### src/rtl/mriscv_pkg.sv
// Shared load/store func3 encodings and the LSU FSM state type.
package mriscv_pkg;

  localparam logic [2:0] F3_B  = 3'b000;
  localparam logic [2:0] F3_H  = 3'b001;
  localparam logic [2:0] F3_W  = 3'b010;
  localparam logic [2:0] F3_BU = 3'b100;
  localparam logic [2:0] F3_HU = 3'b101;

  typedef enum logic [1:0] {
    S_IDLE = 2'd0,
    S_REQ  = 2'd1,
    S_RESP = 2'd2
  } mem_state_e;

endpackage

### src/rtl/mem_align.sv
// Combinational lane logic: store byte enables / replicated write data, and
// load lane extraction with sign or zero extension.
module mem_align
  import mriscv_pkg::*;
(
  input  logic [2:0]  st_func3,
  input  logic [1:0]  st_addr_lo,
  input  logic [31:0] store_data,
  output logic [3:0]  be,
  output logic [31:0] wdata,
  input  logic [2:0]  ld_func3,
  input  logic [1:0]  ld_addr_lo,
  input  logic [31:0] rdata,
  output logic [31:0] load_data
);

  logic [7:0]  ld_byte;
  logic [15:0] ld_half;

  always_comb begin
    be    = 4'b1111;
    wdata = store_data;
    case (st_func3)
      F3_B, F3_BU: begin
        be    = 4'b0001 << st_addr_lo;
        wdata = {4{store_data[7:0]}};
      end
      F3_H, F3_HU: begin
        be    = st_addr_lo[1] ? 4'b1100 : 4'b0011;
        wdata = {2{store_data[15:0]}};
      end
      default: ;
    endcase
  end

  // Halfword lane uses addr[1] only; addr[0] is dropped when not trapping.
  always_comb begin
    ld_byte = rdata[7:0];
    case (ld_addr_lo)
      2'd0: ld_byte = rdata[7:0];
      2'd1: ld_byte = rdata[15:8];
      2'd2: ld_byte = rdata[23:16];
      2'd3: ld_byte = rdata[31:24];
      default: ;
    endcase
    ld_half = ld_addr_lo[1] ? rdata[31:16] : rdata[15:0];
  end

  always_comb begin
    load_data = rdata;
    case (ld_func3)
      F3_B:    load_data = {{24{ld_byte[7]}}, ld_byte};
      F3_BU:   load_data = {24'd0, ld_byte};
      F3_H:    load_data = {{16{ld_half[15]}}, ld_half};
      F3_HU:   load_data = {16'd0, ld_half};
      default: load_data = rdata;
    endcase
  end

endmodule

### src/rtl/mem_access.sv
// Load/store unit: IDLE/REQ/RESP FSM, ack timeout and registered bus/writeback
// outputs. Optional misaligned-access trap under LSU_MISALIGN_TRAP_EN.
module mem_access
  import mriscv_pkg::*;
#(
  parameter int unsigned ACK_TIMEOUT = 16
) (
  input  logic        clk,
  input  logic        reset,
  input  logic        in_valid,
  output logic        in_ready,
  input  logic        is_load,
  input  logic        is_store,
  input  logic [2:0]  func3,
  input  logic [31:0] addr,
  input  logic [31:0] store_data,
  input  logic [4:0]  dest_i,
  output logic        dmem_req,
  output logic        dmem_we,
  output logic [31:0] dmem_addr,
  output logic [31:0] dmem_wdata,
  output logic [3:0]  dmem_be,
  input  logic        dmem_ack,
  input  logic [31:0] dmem_rdata,
  output logic        out_valid,
  output logic [31:0] result,
  output logic [4:0]  dest_o,
  output logic        bus_error,
  output logic        misaligned
);

  localparam int unsigned CW = $clog2(ACK_TIMEOUT + 1);

  mem_state_e    state;
  logic [CW-1:0] tmo_cnt;
  logic [2:0]    op_func3;
  logic [1:0]    op_addr_lo;
  logic          op_load;
  logic [4:0]    op_dest;
  logic          accept, illegal, misal_fault;
  logic [3:0]    al_be;
  logic [31:0]   al_wdata, al_load;

  assign in_ready = (state == S_IDLE);
  assign accept   = in_valid & in_ready & (is_load | is_store);

  always_comb begin
    if (is_store) illegal = !(func3 inside {F3_B, F3_H, F3_W});
    else          illegal = !(func3 inside {F3_B, F3_H, F3_W, F3_BU, F3_HU});
  end

`ifdef LSU_MISALIGN_TRAP_EN
  assign misal_fault = ((func3[1:0] == 2'b01) && addr[0]) ||
                       ((func3[1:0] == 2'b10) && (addr[1:0] != 2'b00));
`else
  assign misal_fault = 1'b0;
`endif

  mem_align u_align (
    .st_func3   (func3),
    .st_addr_lo (addr[1:0]),
    .store_data (store_data),
    .be         (al_be),
    .wdata      (al_wdata),
    .ld_func3   (op_func3),
    .ld_addr_lo (op_addr_lo),
    .rdata      (dmem_rdata),
    .load_data  (al_load)
  );

  always_ff @(posedge clk or negedge reset) begin
    if (!reset) begin
      state      <= S_IDLE;
      tmo_cnt    <= '0;
      op_func3   <= '0;
      op_addr_lo <= '0;
      op_load    <= 1'b0;
      op_dest    <= '0;
      dmem_req   <= 1'b0;
      dmem_we    <= 1'b0;
      dmem_addr  <= '0;
      dmem_wdata <= '0;
      dmem_be    <= '0;
      out_valid  <= 1'b0;
      result     <= '0;
      dest_o     <= '0;
      bus_error  <= 1'b0;
      misaligned <= 1'b0;
    end else begin
      case (state)
        S_IDLE: if (accept) begin
          op_func3   <= func3;
          op_addr_lo <= addr[1:0];
          op_load    <= is_load;
          op_dest    <= dest_i;
          tmo_cnt    <= '0;
          if (illegal || misal_fault) begin
            state      <= S_RESP;
            out_valid  <= 1'b1;
            bus_error  <= illegal;
            misaligned <= !illegal && misal_fault;
            result     <= '0;
            dest_o     <= '0;
          end else begin
            state      <= S_REQ;
            dmem_req   <= 1'b1;
            dmem_we    <= is_store;
            dmem_addr  <= {addr[31:2], 2'b00};
            dmem_be    <= al_be;
            dmem_wdata <= is_store ? al_wdata : '0;
          end
        end
        S_REQ: begin
          // Ack takes priority over a timeout expiring in the same cycle.
          if (dmem_ack) begin
            state      <= S_RESP;
            dmem_req   <= 1'b0;
            dmem_we    <= 1'b0;
            out_valid  <= 1'b1;
            bus_error  <= 1'b0;
            misaligned <= 1'b0;
            result     <= op_load ? al_load : '0;
            dest_o     <= op_load ? op_dest : '0;
          end else if (tmo_cnt == CW'(ACK_TIMEOUT - 1)) begin
            state      <= S_RESP;
            dmem_req   <= 1'b0;
            dmem_we    <= 1'b0;
            out_valid  <= 1'b1;
            bus_error  <= 1'b1;
            misaligned <= 1'b0;
            result     <= '0;
            dest_o     <= '0;
          end else begin
            tmo_cnt <= tmo_cnt + 1'b1;
          end
        end
        S_RESP: begin
          state      <= S_IDLE;
          out_valid  <= 1'b0;
          bus_error  <= 1'b0;
          misaligned <= 1'b0;
        end
        default: state <= S_IDLE;
      endcase
    end
  end

endmodule

### config.mk
export PLATFORM = sky130hd
export DESIGN_NAME = mem_access
export DESIGN_NICKNAME = d
export VERILOG_FILES = /design/src/rtl/mriscv_pkg.sv /design/src/rtl/mem_align.sv /design/src/rtl/mem_access.sv
export SDC_FILE = /design/constraint.sdc
export NUM_CORES = 1
export LEC_CHECK = 0
export CAP_MARGIN = 25
export CORE_MARGIN = 10
export CORE_UTILIZATION = 45
export CTS_BUF_LIST = sky130_fd_sc_hd__clkbuf_8 sky130_fd_sc_hd__clkbuf_16
export DETAILED_ROUTE_END_ITERATION = 10
export GPL_ROUTABILITY_DRIVEN = 0
export PLACE_DENSITY_LB_ADDON = 0.15
export SYNTH_ARGS = -nofsm -noshare
export SYNTH_HDL_FRONTEND = slang
export SYNTH_SLANG_ARGS = --single-unit
### constraint.sdc
create_clock -name clk -period 2.8 [get_ports clk]
set_input_delay 0.28 -clock clk [delete_from_list [all_inputs] [get_ports clk]]
set_output_delay 0.28 -clock clk [all_outputs]
set_load 0.1 [all_outputs]
==> reports/qor.csv, run 1 <==
stage,metric,value,unit
run_status,status,completed,
worst_setup_path,reg2reg_slack,530,ps
worst_setup_path,crit_required,3090,ps
layout,layout_commonest_cell,dfrtp_1,
placed_design,placed_cell_area,7983,um^2
layout,diodes,0,
worst_setup_path,crit_start,tmo_cnt[0],
yosys,async_reset_ff_share,100.0,%
worst_setup_path,cp.arrival,2560,ps
job,max-cap-violations,0,
die,initial_core_util,46.34,%
sta,min_period_over_period,81.18,%
layout,area_delta_synth_final,45.08,%
sta,rsz0062_at_grt,false,
yosys,ys_types,51,
route,drt-pass1-iter-count,7,
sta,slew_headroom,49.46,%
worst_setup_path,path_class,flip-flop to flip-flop,
global_route,overflow,0,
global_route,grt_pass1_wl,28490,um
worst_setup_path,reg2reg_depth,8,
layout,drive_gt1_share,29.07,%
layout,final_cells,915,
sta,clock_skew,5.605,ps
die,core_area,12720,um^2
clock_tree,cts_buffers,17,
yosys,ys_warn_count,0,
placed_design,dp_hpwl,13540,um
clock_tree,clkSinkCount,125,
hold_path,hp-class,input port to async pin,
sta,whs,476.5,ps
worst_setup_path,end_kind,flip-flop,
global_route,grtUsageTotal,19.85,%
yosys,yosys_register_bits,125,
worst_setup_path,worstReg2RegStart,tmo_cnt[0],
yosys,synth.avg_cell_area,11.38,um^2
sta,period_needed,2273,ps
die,num_rows,41,
sta,worst_slew_pin_slew,758.2,ps
route,detail_route.wl_per_cell,19.48,um
clock_tree,cts_root_buf,clkbuf_16,
placed_design,dp_slack,559.8,ps
yosys,yosysSeqAreaShare,53.06,%
sta,setup_viol,0,
clock_tree,clockBufferDepth,2,
route,via_count,4974,
yosys,syn_inst,518,
sta,timing.fmax,0.4399,GHz
die,fp.dieW,134.5,um
die,pin_count,221,
clock_tree,clk_latency,410,ps
sta,layout_setup_ws,526.9,ps
pwr,ir_worst_vdd,0.7340,mV
route,post_drt_via_cell_ratio,5.436,
yosys,synth-main-ff-cell,dfrtp_1,
worst_setup_path,cp_max_fo,38,
placed_design,dp_cells,884,
sta,fin_setup_tns,0,ps
clock_tree,htreeDepth,4,
layout,fin_util,67.23,%
global_route,grt_max_degree,56,
layout,design_area,8553,um^2
worst_setup_path,r2r-end,result[31],
global_route,antenna_found_initial,0,
route,drc,0,
sta,hold_viol,0,
die,dieArea,18080,um^2
layout,layout_common_cells,"dfrtp_1, buf_4, clkdlybuf4s50_1",
route,ant_nets,0,
yosys,synth_edf_count,0,
route,wl,17820,um
clock_tree,cts_tree,done,
die,die_h,134.5,um
pwr,leakagePower,3.973,nW
global_route,first_global_vias,5409,
layout,fin_nets,844,
placed_design,port_buffers,217,
route,drt_first_iter_violations,396,
sta,finalMaxSlewViolations,0,
pwr,total_power,10.44,mW
yosys,syn-cell-area,5896,um^2
worst_setup_path,critPathLaunchType,flip-flop,
pwr,power_density,1221,nW/um^2
clock_tree,post-cts-setup-buffers,0,
clock_tree,path_clk_slew,50,ps
worst max-delay path by stage:
stage                                to  slack [ps]
final                        result[31]         530
after floorplan           op_addr_lo[0]         420
after detailed placement     result[31]         560
after CTS                    result[31]         550
after global routing         result[18]         400
after global placement     dmem_addr[4]         620
area by class of cell:
cell class | count | area (um^2)
multi-input cells | 340 | 2522
fillers | 1004 | 4169
clock inverters | 8 | 66.31
flip-flops and latches | 125 | 3128
repair buffers | 236 | 2082
inverters | 12 | 45.04
well taps | 172 | 215.2
clock buffers | 22 | 494.2
cells by family (layout without fill, tap and decap cells):
family | Yosys count | in the layout | share of synthesized area (%)
AOI/OAI and AO/OA | 134 | 134 | 16.47
xor gates and xnor gates | 2 | 2 | 0.2972
adders and majority gates | 2 | 2 | 0.4244
buffers and inverters | 55 | 278 | 4.732
DFF | 125 | 125 | 53.06
muxes | 81 | 81 | 15.64
other | 1 | 3 | 0.06361
and+or+nand+nor | 118 | 118 | 9.316
sequential cells by signal, indices dropped and copies added, names as in the netlist, 2 cells and up:
signal and cells:
dest_o 5, dmem_addr 30, dmem_be 4, dmem_wdata 32, op_addr_lo 2, op_dest 5
op_func3 3, result 32, state 2, tmo_cnt 5
synth_stat cells (5+ instances only):
cell | number | area [um^2]
a21oi_1 | 14 | 70.07
a221o_1 | 19 | 190.2
nand2b_1 | 14 | 87.58
o31ai_1 | 16 | 120.1
buf_6 | 5 | 56.30
dfrtp_1 | 125 | 3128
nand2_1 | 66 | 247.7
o22ai_1 | 5 | 31.28
a22o_1 | 6 | 52.55
o21ai_0 | 47 | 235.2
inv_1 | 11 | 41.29
o2bb2ai_1 | 7 | 61.31
mux2_2 | 47 | 529.3
mux2i_1 | 28 | 280.3
buf_2 | 19 | 95.09
clkbuf_1 | 15 | 56.30
nor2_1 | 15 | 56.30
a32o_1 | 8 | 80.08
routing by layer:
layer	GRT usage, %	part of all wire (%)	wire length [um]
met1	22.86	39	7014
met2	32.14	49	8653
met3	8.680	10	1798
met4	7.134	2.0	357
met5	0	0	0
timing repair:
item	CTS	global route
gates resized for setup	0	0
hold buffers	1	0
hold endpoints to repair	53	0
power breakdown:
| group | internal [mW] | switching [mW] | leakage [nW] |
|---|---|---|---|
| clock network | 1.31 | 0.751 | 0.285 |
| logic | 1.30 | 4.33 | 2.09 |
| registers | 2.33 | 0.407 | 1.60 |
| total | 4.95 | 5.49 | 3.97 |
worst max-delay path, stage by stage (launching register included):
cell     delay [ps]
dfrtp_1         380
ha_1            180
and3_1          160
ha_1            200
nor2_1           70
nor3_1          410
a31oi_4          40
buf_4           270
a221o_1         410
No activity file was read; power rests on OpenSTA's default activity.
==> inputs of run 2 (changes only) <==
--- a/config.mk
+++ b/config.mk
@@ -7,7 +7,7 @@
 export LEC_CHECK = 0
 export CAP_MARGIN = 25
 export CORE_MARGIN = 10
-export CORE_UTILIZATION = 45
+export CORE_UTILIZATION = 40
 export CTS_BUF_LIST = sky130_fd_sc_hd__clkbuf_8 sky130_fd_sc_hd__clkbuf_16
 export DETAILED_ROUTE_END_ITERATION = 10
 export GPL_ROUTABILITY_DRIVEN = 0
==> constraint.sdc (replaced) <==
create_clock -name clk -period 2.07 [get_ports clk]
set_input_delay 0.207 -clock clk [delete_from_list [all_inputs] [get_ports clk]]
set_output_delay 0.207 -clock clk [all_outputs]
set_load 0.1 [all_outputs]
==> run 2 against run 1 <==
Compared with the run above:
- worst setup slack got worse by 450 ps
- via count is 1.3% lower
- sequential share of layout area shrank 0.71 points
- register-to-register slack worse by 450 ps
- critical path depth rose by 1
- flip-flop and latch count did not move
- critical path type unchanged
- largest cell class unchanged
- largest power group unchanged
==> reports/qor.csv, run 2 (synthesis gave the netlist of run 1 again) <==
stage,metric,value,unit,change
run_status,status,completed,,
placed_design,dp_hpwl,13920,um,+2.8%
placed_design,port_buffers,217,,unchanged
layout,diodes,0,,unchanged
pwr,p_switching,7.470,mW,+36%
sta,worst_slew_pin_slew,879.8,ps,+121.6 ps
die,num_rows,44,,+7.3%
pwr,swShare,52.35,%,-0.21 points
clock_tree,path_clk_slew,60,ps,about the same
clock_tree,clockBufferDepth,2,,unchanged
pwr,leakagePower,4.065,nW,+2.3%
layout,fin_util,60.24,%,-7.0 points
global_route,grtUsageTotal,17.91,%,-1.9 points
sta,hold_viol,0,,unchanged
clock_tree,clk_latency,410,ps,about the same
route,drt-pass1-iter-count,4,,-3
placed_design,placed_cell_area,8114,um^2,+1.6%
route,via_count,4911,,-1.3%
worst_setup_path,critPathLaunchType,flip-flop,,
die,fp.dieW,141.4,um,+5.2%
die,core_area,14480,um^2,+14%
layout,design_area,8722,um^2,+2.0%
pwr,p_clk_share,19.8,%,about the same
global_route,antenna_found_initial,1,,+1
global_route,overflow,0,,unchanged
sta,rsz0062_at_grt,true,,
worst_setup_path,crit_required,2410,ps,-680 ps
global_route,grt_max_degree,61,,+8.9%
layout,drive_gt1_share,30.25,%,+1.2 points
die,initial_core_util,40.72,%,-5.6 points
worst_setup_path,slowest_delay,390,ps,-20 ps
layout,final_cells,941,,+2.8%
layout,layout_common_cells,"buf_4, dfrtp_1, clkdlybuf4s50_1",,
clock_tree,htreeDepth,4,,unchanged
worst_setup_path,cp.buffers_inverters,2,,+1
route,ant_nets,0,,unchanged
placed_design,dp_cells,907,,+2.6%
sta,finalMaxSlewViolations,0,,unchanged
layout,top_regs,"dmem_wdata: 32 flops, result: 32 flops, dmem_addr: 30 flops",,
route,drt_first_iter_violations,294,,-26%
layout,fin_nets,858,,+1.7%
route,detail_route.wl_per_cell,19.44,um,-0.20%
worst_setup_path,cp_max_fo,19,,-50%
worst_setup_path,cp.arrival,2330,ps,-230 ps
clock_tree,cts_buffers,17,,unchanged
route,post_drt_via_cell_ratio,5.219,,-4.0%
worst_setup_path,cp_cell_sequence,ha_1 > and3_1 > ha_1 > nor2_1 > nor3_1 > buf_4 > a31oi_4 > buf_12 > a221o_1,,
pwr,p_int,6.799,mW,+37%
pwr,pwr-share-seq,25.5,%,-0.8 points
die,dieArea,20000,um^2,+11%
clock_tree,cts_tree,done,,
sta,min_period_over_period,96.07,%,+15 points
sta,clock_skew,9.445,ps,+3.840 ps
worst_setup_path,path_class,flip-flop to flip-flop,,
worst_setup_path,cpMostUsedCell,ha_1,,
global_route,grt_pass1_wl,28410,um,-0.27%
job,max-cap-violations,0,,unchanged
clock_tree,cts_root_buf,clkbuf_16,,
worst_setup_path,crit_family,adder cells,,
pwr,ir_worst_vdd,1.222,mV,+67%
route,drc,0,,unchanged
die,die_h,141.4,um,+5.2%
hold_path,hp-class,input port to async pin,,
die,pin_count,221,,unchanged
sta,slew_headroom,41.35,%,-8.1 points
worst_setup_path,end_kind,flip-flop,,
route,wl,18290,um,+2.6%
global_route,first_global_vias,5113,,-5.5%
sta,period_needed,1989,ps,-284.3 ps
sta,setup_viol,0,,unchanged
layout,area_delta_synth_final,47.94,%,
layout,layout_commonest_cell,buf_4,,
sta,timing.fmax,0.5028,GHz,+14%
pwr,pwr-share-comb,54.7,%,+0.7 points
pwr,power_density,1636,nW/um^2,+34%
clock_tree,clkSinkCount,125,,unchanged
worst_setup_path,critPathSlowestCell,dfrtp_1,,
run 2: cell count changes in the layout (fill, tap and decap cells not counted), sizes merged:
cell / delta
inv: +2
bufinv: +1
buf: +14
clkbuf: -3
run 2: path summary, 6_finish.rpt:
kind	start	endpoint	slack [ps]	cells after the start
setup / recovery	tmo_cnt[0]	result[26]	80	9
hold / removal	reset	tmo_cnt[3]	340	2
setup reg to reg	tmo_cnt[0]	result[26]	80	9
hold reg to reg	dmem_wdata[27]	dmem_wdata[27]	480	2
max in group asynchronous	reset	op_dest[1]	1040	3
min in group clk	addr[30]	dmem_addr[30]	400	2
run 2: layer usage:
| metal | share of wire [%] | routed length, um | vias up | global-route usage [%] |
|---|---|---|---|---|
| li1 | - | - | 2315 | - |
| met1 | 42 | 7619 | 2389 | 21.27 |
| met2 | 48 | 8710 | 186 | 28.46 |
| met3 | 9.2 | 1678 | 19 | 8.244 |
| met4 | 1.5 | 271 | 2 | 5.272 |
| met5 | 0.071 | 13 | - | 0 |
run 2: power groups by stage:
stage | clock (mW) | sequential, mW | combinational, mW
floorplan | 0 | 8.12 | 1.40
global placement | 0 | 3.63 | 7.80
detailed placement | 0 | 3.66 | 7.85
CTS | 2.89 | 3.64 | 7.85
global route | 3.01 | 3.72 | 8.11
finish | 2.83 | 3.63 | 7.81
run 2: what timing repair did:
action,CTS,global route
endpoints found under the hold margin,58,0
buffers inserted,0,3
resized for setup,0,4
endpoints found under the setup margin,0,20
hold buffers,1,0
run 2: final cells by class:
| type | instances | area [um^2] |
|---|---|---|
| fillers | 1209 | 5757 |
| flip-flops and latches | 125 | 3128 |
| multi-input cells | 340 | 2534 |
| repair buffers | 250 | 2228 |
| clock buffers | 19 | 452.9 |
| well taps | 184 | 230.2 |
| clock inverters | 11 | 103.9 |
| inverters | 12 | 45.04 |
run 2: metrics by stage:
stage | setup TNS, ps | setup WS, ps | power [mW] | hold slack (ps)
after floorplan | 0 | 43.20 | 9.524 | -88.59
after global placement | 0 | 21.44 | 11.43 | 220.3
after detailed placement | -944.2 | -76.16 | 11.51 | 227.1
after CTS | 0 | 1.326 | 14.38 | 364.6
after global routing | -86.26 | -26.74 | 14.84 | 388.7
final | 0 | 81.26 | 14.27 | 342.8
==> inputs of run 3 (changes only) <==
--- a/config.mk
+++ b/config.mk
@@ -7,11 +7,12 @@
 export LEC_CHECK = 0
 export CAP_MARGIN = 25
 export CORE_MARGIN = 10
-export CORE_UTILIZATION = 40
+export CORE_UTILIZATION = 42
 export CTS_BUF_LIST = sky130_fd_sc_hd__clkbuf_8 sky130_fd_sc_hd__clkbuf_16
 export DETAILED_ROUTE_END_ITERATION = 10
 export GPL_ROUTABILITY_DRIVEN = 0
-export PLACE_DENSITY_LB_ADDON = 0.15
+export PLACE_DENSITY = 0.77
 export SYNTH_ARGS = -nofsm -noshare
 export SYNTH_HDL_FRONTEND = slang
+export SYNTH_HIERARCHICAL = 1
 export SYNTH_SLANG_ARGS = --single-unit
==> run 3 against run 2 <==
Compared with the run above:
- sequential share of layout area decreased by 3.2 points
- hold slack got worse by 13 ps
- synthesized cell count increased by 29%
- utilization increased by 0.55 points
- synthesized area increased by 13%
- critical path type unchanged
==> reports/qor.csv, run 3 <==
stage,metric,value,unit,change
worst_setup_path,critPathSlowestCell,or4b_4,,
yosys,synth_common_cells,"dfrtp_1, nand2_1, inv_1",,
worst_setup_path,crit_family,simple AND/OR/NAND/NOR gates,,
worst_setup_path,critPathLaunchType,flip-flop,,
layout,layout_commonest_cell,buf_4,,
route,drt_first_iter_violations,314,,+6.8%
sta,rsz0062_at_grt,false,,
yosys,synth.area.top_cells,"dfrtp_1, mux2i_1, mux2_2",,
worst_setup_path,cp_cell_sequence,ha_2 > and3_1 > ha_2 > or4b_4 > or3_4 > a21oi_2,,
global_route,overflow,0,,unchanged
layout,layout_common_cells,"buf_4, dfrtp_1, clkdlybuf4s50_1",,
yosys,async_reset_ff_share,100.0,%,unchanged
placed_design,dp_hpwl,15360,um,+10%
layout,area_delta_synth_final,43.38,%,
clock_tree,clockBufferDepth,2,,unchanged
sta,period_needed,2027,ps,+37.89 ps
sta,setup_viol,0,,unchanged
yosys,syn-cell-area,6686,um^2,+13%
global_route,grt_max_degree,51,,-16%
yosys,yosysTopAreaCellShare,46.78,%,-6.3 points
worst_setup_path,r2r-end,tmo_cnt[2],,
clock_tree,htreeDepth,4,,unchanged
yosys,yosysSeqAreaShare,46.78,%,-6.3 points
route,ant_nets,0,,unchanged
worst_setup_path,cp.buffers_inverters,0,,-2
worst_setup_path,cp_max_fo,5,,-14
yosys,syn_inst,667,,+29%
worst_setup_path,reg2reg_slack,40,ps,-40 ps
global_route,antenna_found_initial,0,,-1
yosys,yosys.area.top_type,dfrtp_1,,
clock_tree,path_clk_slew,60,ps,about the same
yosys,synth_edf_count,0,,unchanged
layout,drive_gt1_share,26.43,%,-3.8 points
layout,top_regs,"dmem_wdata: 32 flops, result: 32 flops, dmem_addr: 30 flops",,
hold_path,hp-class,input port to async pin,,
worst_setup_path,cp.arrival,2380,ps,+50 ps
worst_setup_path,path_class,flip-flop to flip-flop,,
placed_design,dp_slack,0.6171,ps,+76.78 ps
sta,clock_skew,9.031,ps,-0.4140 ps
clock_tree,cts_buffers,17,,unchanged
worst_setup_path,slowest_delay,520,ps,+130 ps
global_route,grtUsageTotal,19.44,%,+1.5 points
route,post_drt_via_cell_ratio,5.298,,+1.5%
clock_tree,clk_latency,420,ps,about the same
die,die_h,146.2,um,+3.4%
job,max-cap-violations,0,,unchanged
sta,fin_setup_tns,0,ps,unchanged
placed_design,port_buffers,217,,unchanged
route,drc,0,,unchanged
yosys,ys_warn_count,6,,+6
yosys,yosysMostFrequentCell,dfrtp_1,,
global_route,use_met3,7.447,%,-0.80 points
yosys,synth-main-ff-cell,dfrtp_1,,
global_route,use_met2,30.10,%,+1.6 points
worst_setup_path,cpMostUsedCell,ha_2,,
route,wl,21120,um,+15%
die,core_area,15770,um^2,+8.9%
global_route,grt_pass1_wl,33870,um,+19%
route,detail_route.wl_per_cell,19.05,um,-2.0%
sta,slew_headroom,44.94,%,+3.6 points
sta,finalMaxSlewViolations,0,,unchanged
die,dieArea,21370,um^2,+6.9%
yosys,ys_types,43,,-16%
layout,fin_nets,992,,+16%
yosys,synth.avg_cell_area,10.02,um^2,-12%
sta,hold_viol,0,,unchanged
worst_setup_path,crit_required,2420,ps,about the same
global_route,grt_busiest_layer,met2,,
die,fp.dieW,146.2,um,+3.4%
global_route,grtUsageMet1,24.15,%,+2.9 points
clock_tree,cts_tree,done,,
die,pin_count,221,,unchanged
run_status,status,completed,,
clock_tree,cts_root_buf,clkbuf_16,,
die,initial_core_util,42.40,%,+1.7 points
layout,fillers,1351,,+12%
worst_setup_path,worstReg2RegStart,tmo_cnt[1],,
layout,diodes,0,,unchanged
clock_tree,clkSinkCount,125,,unchanged
sta,min_period_over_period,97.90,%,+1.8 points
route,drt-pass1-iter-count,5,,+1
sta,timing.fmax,0.4934,GHz,-1.9%
sta,layout_setup_ws,43.37,ps,-37.89 ps
route,via_count,5875,,+20%
worst_setup_path,reg2reg_depth,6,,-3
die,num_rows,46,,+4.5%
global_route,first_global_vias,6225,,+22%
sta,worst_slew_pin_slew,822.9,ps,-56.92 ps
worst_setup_path,end_kind,flip-flop,,
yosys,yosys_register_bits,125,,unchanged
run 3: changes by cell type after synthesis, sizes merged, moves of 8 or more:
cell    delta
inv       +66
o311ai    +37
nand2     +32
mux2i     +29
clkbuf    +19
o21ai     +19
o31ai     -16
mux2      +12
a221o     -11
nand2b    -11
a21oi      -9
a32o       -8
o22a       +8
run 3: worst max-delay path by stage:
stage	start	end	slack (ps)	cells past startpoint
floorplan	tmo_cnt[0]	tmo_cnt[2]	9	7
global placement	func3[2]	dmem_wdata[9]	9	7
detailed placement	func3[2]	dmem_wdata[14]	0.6	7
CTS	tmo_cnt[0]	tmo_cnt[3]	8	6
global route	tmo_cnt[0]	tmo_cnt[2]	2	6
finish	tmo_cnt[1]	tmo_cnt[2]	40	6
run 3: timing repair:
| action | CTS | global route |
|---|---|---|
| endpoints found under the setup margin | 1 | 4 |
| setup buffers | 2 | 1 |
| endpoints found under the hold margin | 38 | 0 |
| pin swaps | 2 | 3 |
| gates resized for setup | 0 | 5 |
| hold buffers | 1 | 0 |
run 3: final cells by class:
type | count | area [um^2] | share of cell area (%)
sequential | 125 | 3128 | 32.63
inverter | 77 | 289.0 | 3.015
clock inverter | 14 | 192.7 | 2.010
clock buffer | 18 | 439.2 | 4.581
tap | 216 | 270.3 | 2.819
timing repair buffer | 255 | 2275 | 23.73
multi-input combinational | 404 | 2993 | 31.22
run 3: worst reg2reg max path: stages, from the launching register on:
cell and delay [ps]:
dfrtp_1 390, ha_2 180, and3_1 180, ha_2 180
or4b_4 520, or3_4 390, a21oi_2 130
run 3: logic make-up (layout without fill, tap and decap cells):
group	after synthesis	count (layout)	synth area share, %
other	1	3	0.05608
multiplexers	120	120	19.31
flip-flops	125	125	46.78
adder cells (fa/ha/maj)	2	2	0.3742
AO/OA/AOI/OAI	147	147	15.21
AND/OR/NAND/NOR	132	132	8.832
buffers and inverters	140	364	9.431
run 3: stage by stage:
step | hold slack [ps] | utilization [%] | std cells | area (um^2)
floorplan | -88.59 | - | 669 | 6709
global placement | 246.3 | 56.48 | 1073 | 8907
detailed placement | 242.2 | 56.48 | 1073 | 8907
CTS | 342.1 | 60.65 | 1108 | 9564
global route | 376.5 | 60.79 | 1109 | 9587
finish | 330.0 | 60.79 | 1109 | 9587
run 3: layer usage:
metal	vias to the layer above	share of wire (%)	wire length [um]
met2	267	46	9612
met5	-	0	0
met4	0	1.8	374
met3	32	10	2152
met1	2847	43	8982
li1	2729	-	-
Power of run 3 is left out: the tool's default activity adds up to more than one toggle a clock period on the data nets, which glitch-free logic cannot reach.
